File: config.mk
export PLATFORM = sky130hd
export DESIGN_NAME = parking_ledger
export DESIGN_NICKNAME = d
export VERILOG_FILES = /design/src/rtl/parking_pkg.sv /design/src/rtl/parking_ledger_sec_timer.sv /design/src/rtl/parking_ledger.sv
export SDC_FILE = /design/constraint.sdc
export NUM_CORES = 1
export LEC_CHECK = 0
export ABC_AREA = 1
export CORE_MARGIN = 3
export CORE_UTILIZATION = 45
export CTS_BUF_LIST = sky130_fd_sc_hd__clkbuf_2
export DETAILED_ROUTE_END_ITERATION = 16
export GPL_ROUTABILITY_DRIVEN = 0
export GPL_TIMING_DRIVEN = 0
export RECOVER_POWER = 100
export SKIP_LAST_GASP = 1
export SYNTH_ARGS = -nofsm -noshare
export SYNTH_HDL_FRONTEND = slang
export SYNTH_SLANG_ARGS = --single-unit
File: constraint.sdc
create_clock -name ms -period 8.1 [get_ports ms]
set_input_delay 1.215 -clock ms [delete_from_list [all_inputs] [get_ports ms]]
set_output_delay 1.215 -clock ms [all_outputs]
set_load 0.03 [all_outputs]
File: src/rtl/parking_pkg.sv
`default_nettype none
// +----------------------------------------------------------------------------+
// | parking_pkg : shared sizing constants and ledger FSM state encoding         |
// | Rev 1.0                                                                     |
// +----------------------------------------------------------------------------+
package parking_pkg;
    localparam int NUM_SLOTS   = 8;
    localparam int SLOT_W      = 3;
    localparam int TIME_W      = 16;
    localparam int FEE_W       = 16;
    localparam int RATE        = 10;
    localparam int MS_PER_SEC  = 1000;
    localparam int SEC_PER_MIN = 60;

    typedef enum logic [1:0] {
        ST_IDLE  = 2'd0,
        ST_ALLOC = 2'd1,
        ST_CALC  = 2'd2,
        ST_DONE  = 2'd3
    } ledger_state_e;
endpackage
`default_nettype wire

File: src/rtl/parking_ledger_sec_timer.sv
`default_nettype none
// +----------------------------------------------------------------------------+
// | sec_timer : ms-clock prescaler driving a free-running seconds counter      |
// | Rev 1.0                                                                     |
// +----------------------------------------------------------------------------+
module sec_timer #(
    parameter int MS_PER_SEC = 1000,
    parameter int TIME_W     = 16
) (
    input  logic              clk,
    input  logic              rst,
    output logic              sec_tick_o,
    output logic [TIME_W-1:0] now_sec_o
);
    localparam int               PRE_W   = (MS_PER_SEC > 1) ? $clog2(MS_PER_SEC) : 1;
    localparam logic [PRE_W-1:0] PRE_MAX = PRE_W'(MS_PER_SEC - 1);

    logic [PRE_W-1:0]  pre_q;
    logic [TIME_W-1:0] sec_q;

    assign sec_tick_o = (pre_q == PRE_MAX);
    assign now_sec_o  = sec_q;

    always_ff @(posedge clk or posedge rst) begin
        if (rst) begin
            pre_q <= '0;
            sec_q <= '0;
        end else if (sec_tick_o) begin
            pre_q <= '0;
            sec_q <= sec_q + TIME_W'(1);
        end else begin
            pre_q <= pre_q + PRE_W'(1);
        end
    end
endmodule
`default_nettype wire

File: src/rtl/parking_ledger.sv
`default_nettype none
// +----------------------------------------------------------------------------+
// | parking_ledger : slot allocation on entry, duration-based fee on exit      |
// | Rev 1.0                                                                     |
// +----------------------------------------------------------------------------+
module parking_ledger
    import parking_pkg::*;
#(
    parameter int NUM_SLOTS  = parking_pkg::NUM_SLOTS,
    parameter int SLOT_W     = parking_pkg::SLOT_W,
    parameter int TIME_W     = parking_pkg::TIME_W,
    parameter int MS_PER_SEC = parking_pkg::MS_PER_SEC,
    parameter int RATE       = parking_pkg::RATE,
    parameter int FEE_W      = parking_pkg::FEE_W
) (
    input  logic                 ms,
    input  logic                 rst,
    input  logic                 activateSave,
    input  logic                 isOut,
    input  logic [SLOT_W-1:0]    slot_sel,
    output logic [NUM_SLOTS-1:0] occupied,
    output logic [SLOT_W:0]      free_count,
    output logic                 full,
    output logic                 busy,
    output logic [SLOT_W-1:0]    ticket_slot,
    output logic                 ticket_valid,
    output logic [FEE_W-1:0]     fee,
    output logic                 fee_valid,
    output logic                 err,
    output logic [TIME_W-1:0]    now_sec
);
    localparam int                PAD_W   = 2 ** SLOT_W;
    localparam int                PROD_W  = TIME_W + 32;
    localparam logic [TIME_W-1:0] MIN_LEN = TIME_W'(SEC_PER_MIN);
    localparam logic [PROD_W-1:0] FEE_MAX = PROD_W'({FEE_W{1'b1}});

    ledger_state_e        state_q, state_d;
    logic [NUM_SLOTS-1:0] occ_q, occ_d;
    logic [SLOT_W-1:0]    slot_q, slot_d;
    logic [TIME_W-1:0]    dur_q, dur_d;
    logic [TIME_W-1:0]    min_q, min_d;
    logic [SLOT_W-1:0]    tslot_q, tslot_d;
    logic [FEE_W-1:0]     fee_q, fee_d;
    logic                 tvalid_q, tvalid_d;
    logic                 fvalid_q, fvalid_d;
    logic                 err_q, err_d;
    logic [TIME_W-1:0]    entry_q [NUM_SLOTS];

    logic                 w_sec_tick_unused;
    logic [PAD_W-1:0]     w_occ_pad;
    logic [SLOT_W-1:0]    w_free_slot;
    logic [SLOT_W:0]      w_free_cnt;
    logic [PROD_W-1:0]    w_prod;
    logic [FEE_W-1:0]     w_fee_sat;

    sec_timer #(
        .MS_PER_SEC (MS_PER_SEC),
        .TIME_W     (TIME_W)
    ) u_sec_timer (
        .clk        (ms),
        .rst        (rst),
        .sec_tick_o (w_sec_tick_unused),
        .now_sec_o  (now_sec)
    );

    // Padding to a power of two makes out-of-range slot_sel read as empty.
    assign w_occ_pad = PAD_W'(occ_q);

    // Descending scan so the lowest free index is the last one written.
    always_comb begin
        w_free_cnt  = '0;
        w_free_slot = '0;
        for (int i = NUM_SLOTS - 1; i >= 0; i--) begin
            if (!occ_q[i]) begin
                w_free_cnt  = w_free_cnt + (SLOT_W + 1)'(1);
                w_free_slot = SLOT_W'(i);
            end
        end
    end

    assign w_prod    = PROD_W'(min_q) * PROD_W'(RATE);
    assign w_fee_sat = (w_prod > FEE_MAX) ? {FEE_W{1'b1}} : w_prod[FEE_W-1:0];

    always_comb begin
        state_d  = state_q;
        occ_d    = occ_q;
        slot_d   = slot_q;
        dur_d    = dur_q;
        min_d    = min_q;
        tslot_d  = tslot_q;
        fee_d    = fee_q;
        tvalid_d = 1'b0;
        fvalid_d = 1'b0;
        err_d    = 1'b0;
        case (state_q)
            ST_IDLE: begin
                if (activateSave) begin
                    if (!isOut) begin
                        if (full) err_d   = 1'b1;
                        else      state_d = ST_ALLOC;
                    end else if (w_occ_pad[slot_sel]) begin
                        slot_d  = slot_sel;
                        dur_d   = now_sec - entry_q[slot_sel];
                        min_d   = '0;
                        state_d = ST_CALC;
                    end else begin
                        err_d = 1'b1;
                    end
                end
            end
            ST_ALLOC: begin
                occ_d[w_free_slot] = 1'b1;
                tslot_d            = w_free_slot;
                tvalid_d           = 1'b1;
                state_d            = ST_IDLE;
            end
            ST_CALC: begin
                // The final step also counts the started (or empty) minute.
                min_d = min_q + TIME_W'(1);
                if (dur_q >= MIN_LEN) dur_d   = dur_q - MIN_LEN;
                else                  state_d = ST_DONE;
            end
            ST_DONE: begin
                fee_d         = w_fee_sat;
                fvalid_d      = 1'b1;
                occ_d[slot_q] = 1'b0;
                state_d       = ST_IDLE;
            end
            default: state_d = ST_IDLE;
        endcase
        if (activateSave && (state_q != ST_IDLE)) err_d = 1'b1;
    end

    always_ff @(posedge ms or posedge rst) begin
        if (rst) begin
            state_q  <= ST_IDLE;
            occ_q    <= '0;
            slot_q   <= '0;
            dur_q    <= '0;
            min_q    <= '0;
            tslot_q  <= '0;
            fee_q    <= '0;
            tvalid_q <= 1'b0;
            fvalid_q <= 1'b0;
            err_q    <= 1'b0;
        end else begin
            state_q  <= state_d;
            occ_q    <= occ_d;
            slot_q   <= slot_d;
            dur_q    <= dur_d;
            min_q    <= min_d;
            tslot_q  <= tslot_d;
            fee_q    <= fee_d;
            tvalid_q <= tvalid_d;
            fvalid_q <= fvalid_d;
            err_q    <= err_d;
        end
    end

    always_ff @(posedge ms) begin
        if (state_q == ST_ALLOC) entry_q[w_free_slot] <= now_sec;
    end

    assign occupied     = occ_q;
    assign free_count   = w_free_cnt;
    assign full         = (w_free_cnt == '0);
    assign busy         = (state_q != ST_IDLE);
    assign ticket_slot  = tslot_q;
    assign ticket_valid = tvalid_q;
    assign fee          = fee_q;
    assign fee_valid    = fvalid_q;
    assign err          = err_q;
endmodule
`default_nettype wire

==> summary.md, run 1 <==
| Metric | Value |
|---|---|
| Buffer count from post-CTS setup fixing | 0 |
| Top post-synthesis cells by area | edfxtp_1 (33%), dfrtp_1 (20%), nand2_1 (6.2%), ha_1 (6.1%), o21ai_0 (5.6%) |
| CP bufs+invs | 6 |
| Std cell rows | 57 |
| Setup_tns | 0 ns |
| Worst-Skew Late Latency | 0.87 ns |
| All-Layer GR Usage | 20.2% |
| Via Count | 9134 |
| Commonest cells post-synth | nand2_1 (191), nor2_1 (165), o21ai_0 (129) |
| Startpoint Class | register |
| Critical path's slowest cell | dlygate4sd3_1 |
| Combinational group share of total power | 45.0% |
| Sequential Power Share | 36.3% |
| Clock Sinks | 219 |
| Placed Cells | 1628 |
| CTS tree | built |
| Total grt overflow | 0 |
| Routed Antenna Nets | 0 |
| First-pass GRT wire length | 45900 um |
| Netlist cell types | 47 |
| Pwr dens | 314 nW/um2 |
| Initial core utilization | 46.5% |
| Initial antenna violation count | 1 |
| PostCTS Resize Cnt | 0 |
| Ys async rst share | 41.6% |
| Hold crit path type | reg2reg |
| Post-synth top flop | edfxtp_1 |
| Syn Nets | 1303 |
| Initial DRC count | 519 |
| Max FO, Critical Path | 6 |
| Clock Skews | 0.0701 ns |
| Worst setup EP type | output port |
| H-tree levels | 2 |
| Post-synth EDFFs | 128 |
| Crit-path leading delay family | simple AND/OR/NAND/NOR gates |
| P_int | 2.29 mW |
| Min cycle time layout | 6.59 ns |
| Die outline width | 166 um |
| Worst Max-Slew Pin Slew | 3.13 ns |
| Crit. Startpoint | occupied[6] |
| Net Sw Frac | 43.8% |
| Max-cap viol count | 3 |
| Post-synth top area share | 33.5% |
| TritonRoute pass-1 iters | 5 |
| Clock Tree Buf Depth | 3 |
| Top-count cell post-synth | nand2_1 |
| Crit path kind | reg2out |
| Wire per inst | 16.1 um |
| Required @ worst endpoint | 6.88 ns |
| Rel. slew slack | -109% |
| Setup-failing EPs final | 0 |
| Synth Cell Area | 11500 um2 |
| VDD IR-drop max | 0.342 mV |
| WP data arrival | 5.38 ns |
| Detail Placement HPWL | 20000 um |
| Mean Syn Cell Area | 9.27 um2 |
| Final period utilization | 81.4% |
| Most used cell, CP | nand2_1 |
| Via density | 5.29 |
| Ports | 59 |
| Yosys top cell by area | edfxtp_1 |
| P_sw | 1.79 mW |
| Failing checks | capacitance limit, slew limit |
| Leakage power | 5.65 nW |
| Sequential fraction of the synthesis area | 53.3% |
| CTS Buf Count | 57 |
| RSZ-0062 raised after global routing | no |
| Status | finished, violations left |
| Worst R2R Start | occupied[6] |
| Post-synthesis instance total | 1238 |
| Die span in y | 166 um |
| Die ar. | 27500 um2 |
| Post-Route WL | 27800 um |
| Pin count of the biggest net entering global routing | 58 |
| Nets | 1428 |
| Share of cells above drive strength 1 | 8.77% |
| Fin. max-slew vios | 104 |
| YS warnings | 0 |
| Root Buffer Master | clkbuf_2 |
| Fmax | 152 MHz |
| Input/output buffers | 57 |
| Syn-to-layout area delta | 13.0% |
| Vias in the first global route | 8959 |
| FF+latch count, synth | 219 |
| Fin. Hold Viols | 0 |
| # hold bufs at CTS | 0 |
| Clk slew on worst S/H paths | 0.09 ns |
| Clock share of power | 18.7% |
| DRC viols | 0 |
| Min-delay src | u_sec_timer.pre_q[0] |
| Placeable Area | 24700 um2 |
| Final Non-Filler Cells | 1728 |
| CP peak stage delay | 0.73 ns |
layout by cell type, fill, tap and decap left out, types with 2 or more instances in the layout:
cell               n
inv_1            111
and3_1             3
a21oi_1           58
clkdlybuf4s50_1    3
clkbuf_2          82
inv_2              3
fa_1               2
nand4_1           10
nand2_1          194
nand3_2            2
o2111ai_1          3
or2_2             12
edfxtp_1         128
xor2_1            27
nand3_1           76
o211ai_1           2
clkinv_1          15
ha_1              56
buf_4              4
o31ai_1            2
o22ai_1           21
dfrtp_1           91
nor3_1            23
a31oi_1           20
a32oi_1            4
o221ai_1          14
nand2_2            8
dlygate4sd3_1     54
a22oi_1            2
clkbuf_1          40
a21boi_0           2
nor2_1           167
nand3b_1           2
o21ai_0          130
xnor2_1            9
nor4_1             3
o21bai_1           2
sequential cells by signal, indices dropped and copies added (netlist names):
name                   cells
entry_q                  128
fee                       16
min_q                     16
u_sec_timer.now_sec_o     16
dur_q                     14
u_sec_timer.pre_q         10
occupied                   8
slot_q                     3
ticket_slot                3
state_q                    2
err                        1
fee_valid                  1
ticket_valid               1
power by group through the flow:
stage	Clock, mW	Sequential, mW	Combinational [mW]
finish	0.761	1.48	1.83
global route	0.855	1.50	2.07
CTS	0.793	1.48	1.93
detailed placement	0	1.51	1.93
global placement	0	1.51	1.88
floorplan	0	1.61	1.23
path summary, 6_finish.rpt:
kind	endpoint	slack, ns	depth (start not counted)
setup / recovery	full	1.51	26
hold / removal	u_sec_timer.pre_q[0]	0.46	1
setup reg to reg	state_q[0]	4.08	26
hold reg to reg	u_sec_timer.pre_q[0]	0.46	1
max in group asynchronous	u_sec_timer.now_sec_o[5]	3.33	3
min in group asynchronous	u_sec_timer.now_sec_o[12]	1.17	2
cells by family after synthesis:
| group | synth area share [%] |
|---|---|
| xor+xnor | 2.75 |
| fa+ha+maj | 6.45 |
| buf+inv | 5.19 |
| simple gates | 19.2 |
| compound gates | 13.1 |
| flops | 53.3 |
cell type report:
cell class | count | area (um2)
diodes | 1 | 2.50
repair buffers | 66 | 604
clock buffers | 82 | 410
multi-input cells | 865 | 4720
flip-flops and latches | 219 | 6120
well taps | 324 | 405
plain buffers | 36 | 151
clock inverters | 17 | 109
inverters | 118 | 444
fillers | 2392 | 11700
through the flow:
step	area [um2]	hold slack, ns	util, %	power [mW]	setup slack [ns]
after global placement	12500	0.451	50.5	3.38	2.60
after floorplan	11500	0.433	-	2.84	3.17
final	13000	0.463	52.5	4.07	1.51
after detailed placement	12600	0.454	51.1	3.43	2.55
after CTS	13100	0.467	53.2	4.21	1.60
after global routing	13000	0.490	52.5	4.43	1.09
per-layer routing:
layer,wire [um],global-route usage [%]
met5,0,0
met4,623,6.87
met3,1120,3.41
met2,13000,33.1
met1,13100,27.5
Note: power is estimated with default switching activity, not from simulation.
==> inputs of run 2 (changes only) <==
clock period = 6.75 ns   (was 8.1 ns; I/O delays follow)
==> run 2 against run 1 <==
Effect of this change:
- critical path depth unchanged
- combinational power is 21% higher
- core utilization barely moved
- sequential power increased by 20%
- setup slack worse by 1.0 ns
- design area about the same
- global-route usage unchanged
- die area did not move
- cell count is the same
- critical endpoint unchanged
- the run still ends with capacitance limit, slew limit left
- routed wire length barely moved
- sequential cell count stayed put
==> summary.md, run 2 (same netlist as run 1, synthesis figures left out) <==
| Metric | Value |
|---|---|
| Status | finished, violations left |
| Failing checks | capacitance limit, slew limit |
| Rel. slew slack | -108% |
| Setup_tns | 0 ns |
| WHS | 0.463 ns |
| Nets | 1428 |
| Most flop-heavy register | entry_q |
| First-pass GRT wire length | 45900 um |
| FF-to-FF setup slack | 2.81 ns |
| Worst Max-Slew Pin Slew | 3.13 ns |
| Pwr dens | 378 nW/um2 |
| Initial antenna violation count | 1 |
| Detail Placement HPWL | 20000 um |
| Via Count | 9127 |
| Placed Cells | 1628 |
| Post-Route WL | 27800 um |
| Min cycle time layout | 6.24 ns |
| Commonest non-fill, non-tap cell in the layout | nand2_1 |
| Initial DRC count | 519 |
| Total grt overflow | 0 |
| Placeable Area | 24700 um2 |
| Crit path kind | reg2out |
| Initial core utilization | 46.5% |
| Fin. max-slew vios | 104 |
| Setup-failing EPs final | 0 |
| Met1 Track Usage GR | 27.5% |
| Std cell rows | 57 |
| Via density | 5.28 |
| Buffer count from post-CTS setup fixing | 0 |
| Startpoint Class | register |
| Vias in the first global route | 8959 |
| WP data arrival | 5.23 ns |
| Max FFs per register | 128 |
| Commonest non-fill, non-tap cells in the layout | nand2_1 (193), nor2_1 (167), o21ai_0 (130), edfxtp_1 (128), inv_1 (111) |
| Leakage power | 5.64 nW |
| Fmax | 160 MHz |
| Core Util, Final | 52.6% |
| Pin count of the biggest net entering global routing | 58 |
| DRC viols | 0 |
| Ports | 59 |
| Met2 Track Usage GR | 33.1% |
| # hold bufs at CTS | 0 |
| Clock Skews | 0.0675 ns |
| GR peak layer | met2 |
| Root Buffer Master | clkbuf_2 |
| VDD IR-drop max | 0.424 mV |
| Final Non-Filler Cells | 1728 |
| Met3 Use GR | 3.41% |
| All-Layer GR Usage | 20.2% |
| Final Cell Area | 13000 um2 |
| Die outline width | 166 um |
| Share of cells above drive strength 1 | 8.84% |
| Wire per inst | 16.1 um |
| Final period utilization | 92.5% |
| H-tree levels | 2 |
| Syn-to-layout area delta | 13.1% |
| Max-cap viol count | 3 |
| Input/output buffers | 57 |
| Fill count | 2390 |
| Fin. Hold Viols | 0 |
| RSZ-0062 raised after global routing | no |
| Die span in y | 166 um |
| Required @ worst endpoint | 5.74 ns |
| Clk slew on worst S/H paths | 0.09 ns |
| Place WS | 1.40 ns |
| Worst setup EP type | output port |
| Max FO, Critical Path | 6 |
| Die ar. | 27500 um2 |
| PostCTS Resize Cnt | 0 |
| Final total power | 4.90 mW |
| Clock Sinks | 219 |
| Worst-Skew Late Latency | 0.87 ns |
| Routed Antenna Nets | 0 |
| CTS Buf Count | 57 |
| TritonRoute pass-1 iters | 5 |
| Clock Tree Buf Depth | 3 |
| Hold crit path type | reg2reg |
| DP Area | 12600 um2 |
| CTS tree | built |
| Final worst slack | 0.507 ns |
[run 2: cell count changes in the layout (fill, tap and decap cells not counted)]
cell	before	now
dlygate4sd3_1	54	53
clkdlybuf4s50_1	3	4
nand2_4	1	2
nand2_1	194	193
[run 2: metal layers]
layer,share of wire (%),vias up,wire [um]
li1,-,4568,-
met1,47,4286,13000
met2,47,224,13000
met3,4.0,49,1130
met4,2.2,0,623
met5,0,-,0
[run 2: area by class of cell]
type | count | area, um2 | area share [%]
inverters | 118 | 444 | 3.42
repair buffers | 66 | 604 | 4.66
multi-input cells | 865 | 4730 | 36.4
clock buffers | 82 | 410 | 3.16
clock inverters | 17 | 109 | 0.839
diodes | 1 | 2.50 | 0.0193
well taps | 324 | 405 | 3.12
flip-flops and latches | 219 | 6120 | 47.2
plain buffers | 36 | 151 | 1.17
[run 2: final timing paths]
check / depth (start not counted) / endpoint / from
min in group asynchronous: 2 / u_sec_timer.now_sec_o[12] / rst
min: 1 / u_sec_timer.pre_q[0] / u_sec_timer.pre_q[0]
max reg2reg: 26 / state_q[0] / occupied[6]
max: 26 / full / occupied[6]
max in group asynchronous: 3 / u_sec_timer.now_sec_o[5] / rst
min reg2reg: 1 / u_sec_timer.pre_q[0] / u_sec_timer.pre_q[0]
[run 2: power by group]
group,internal (mW),switching [mW]
logic,0.755,1.45
registers,1.62,0.151
clock network,0.372,0.542
total,2.75,2.15
[run 2: worst max-delay path: stages (launching register included)]
cell and delay, ns:
dfrtp_1 0.49, inv_1 0.13, ha_1 0.38, inv_1 0.09, nand2_2 0.08, nand2_4 0.12, inv_2 0.05, ha_1 0.27
or2_2 0.27, nand2_1 0.12, nand2_1 0.08, nand2_1 0.07, nand2_1 0.07, nand2_1 0.06, nand2_1 0.06, nand2_1 0.10
inv_1 0.05, ha_1 0.29, nand2_1 0.07, nand2_1 0.10, ha_1 0.30, nand2_1 0.09, nand3_1 0.08, nor2_1 0.16
nand3_2 0.09, inv_1 0.06, clkdlybuf4s50_1 0.66
==> inputs of run 3 (changes only) <==
HOLD_SLACK_MARGIN = 0.08   (was unset)
==> results of run 3 <==
Same layout as run 2: the final DEF is identical, and so are final timing and power.
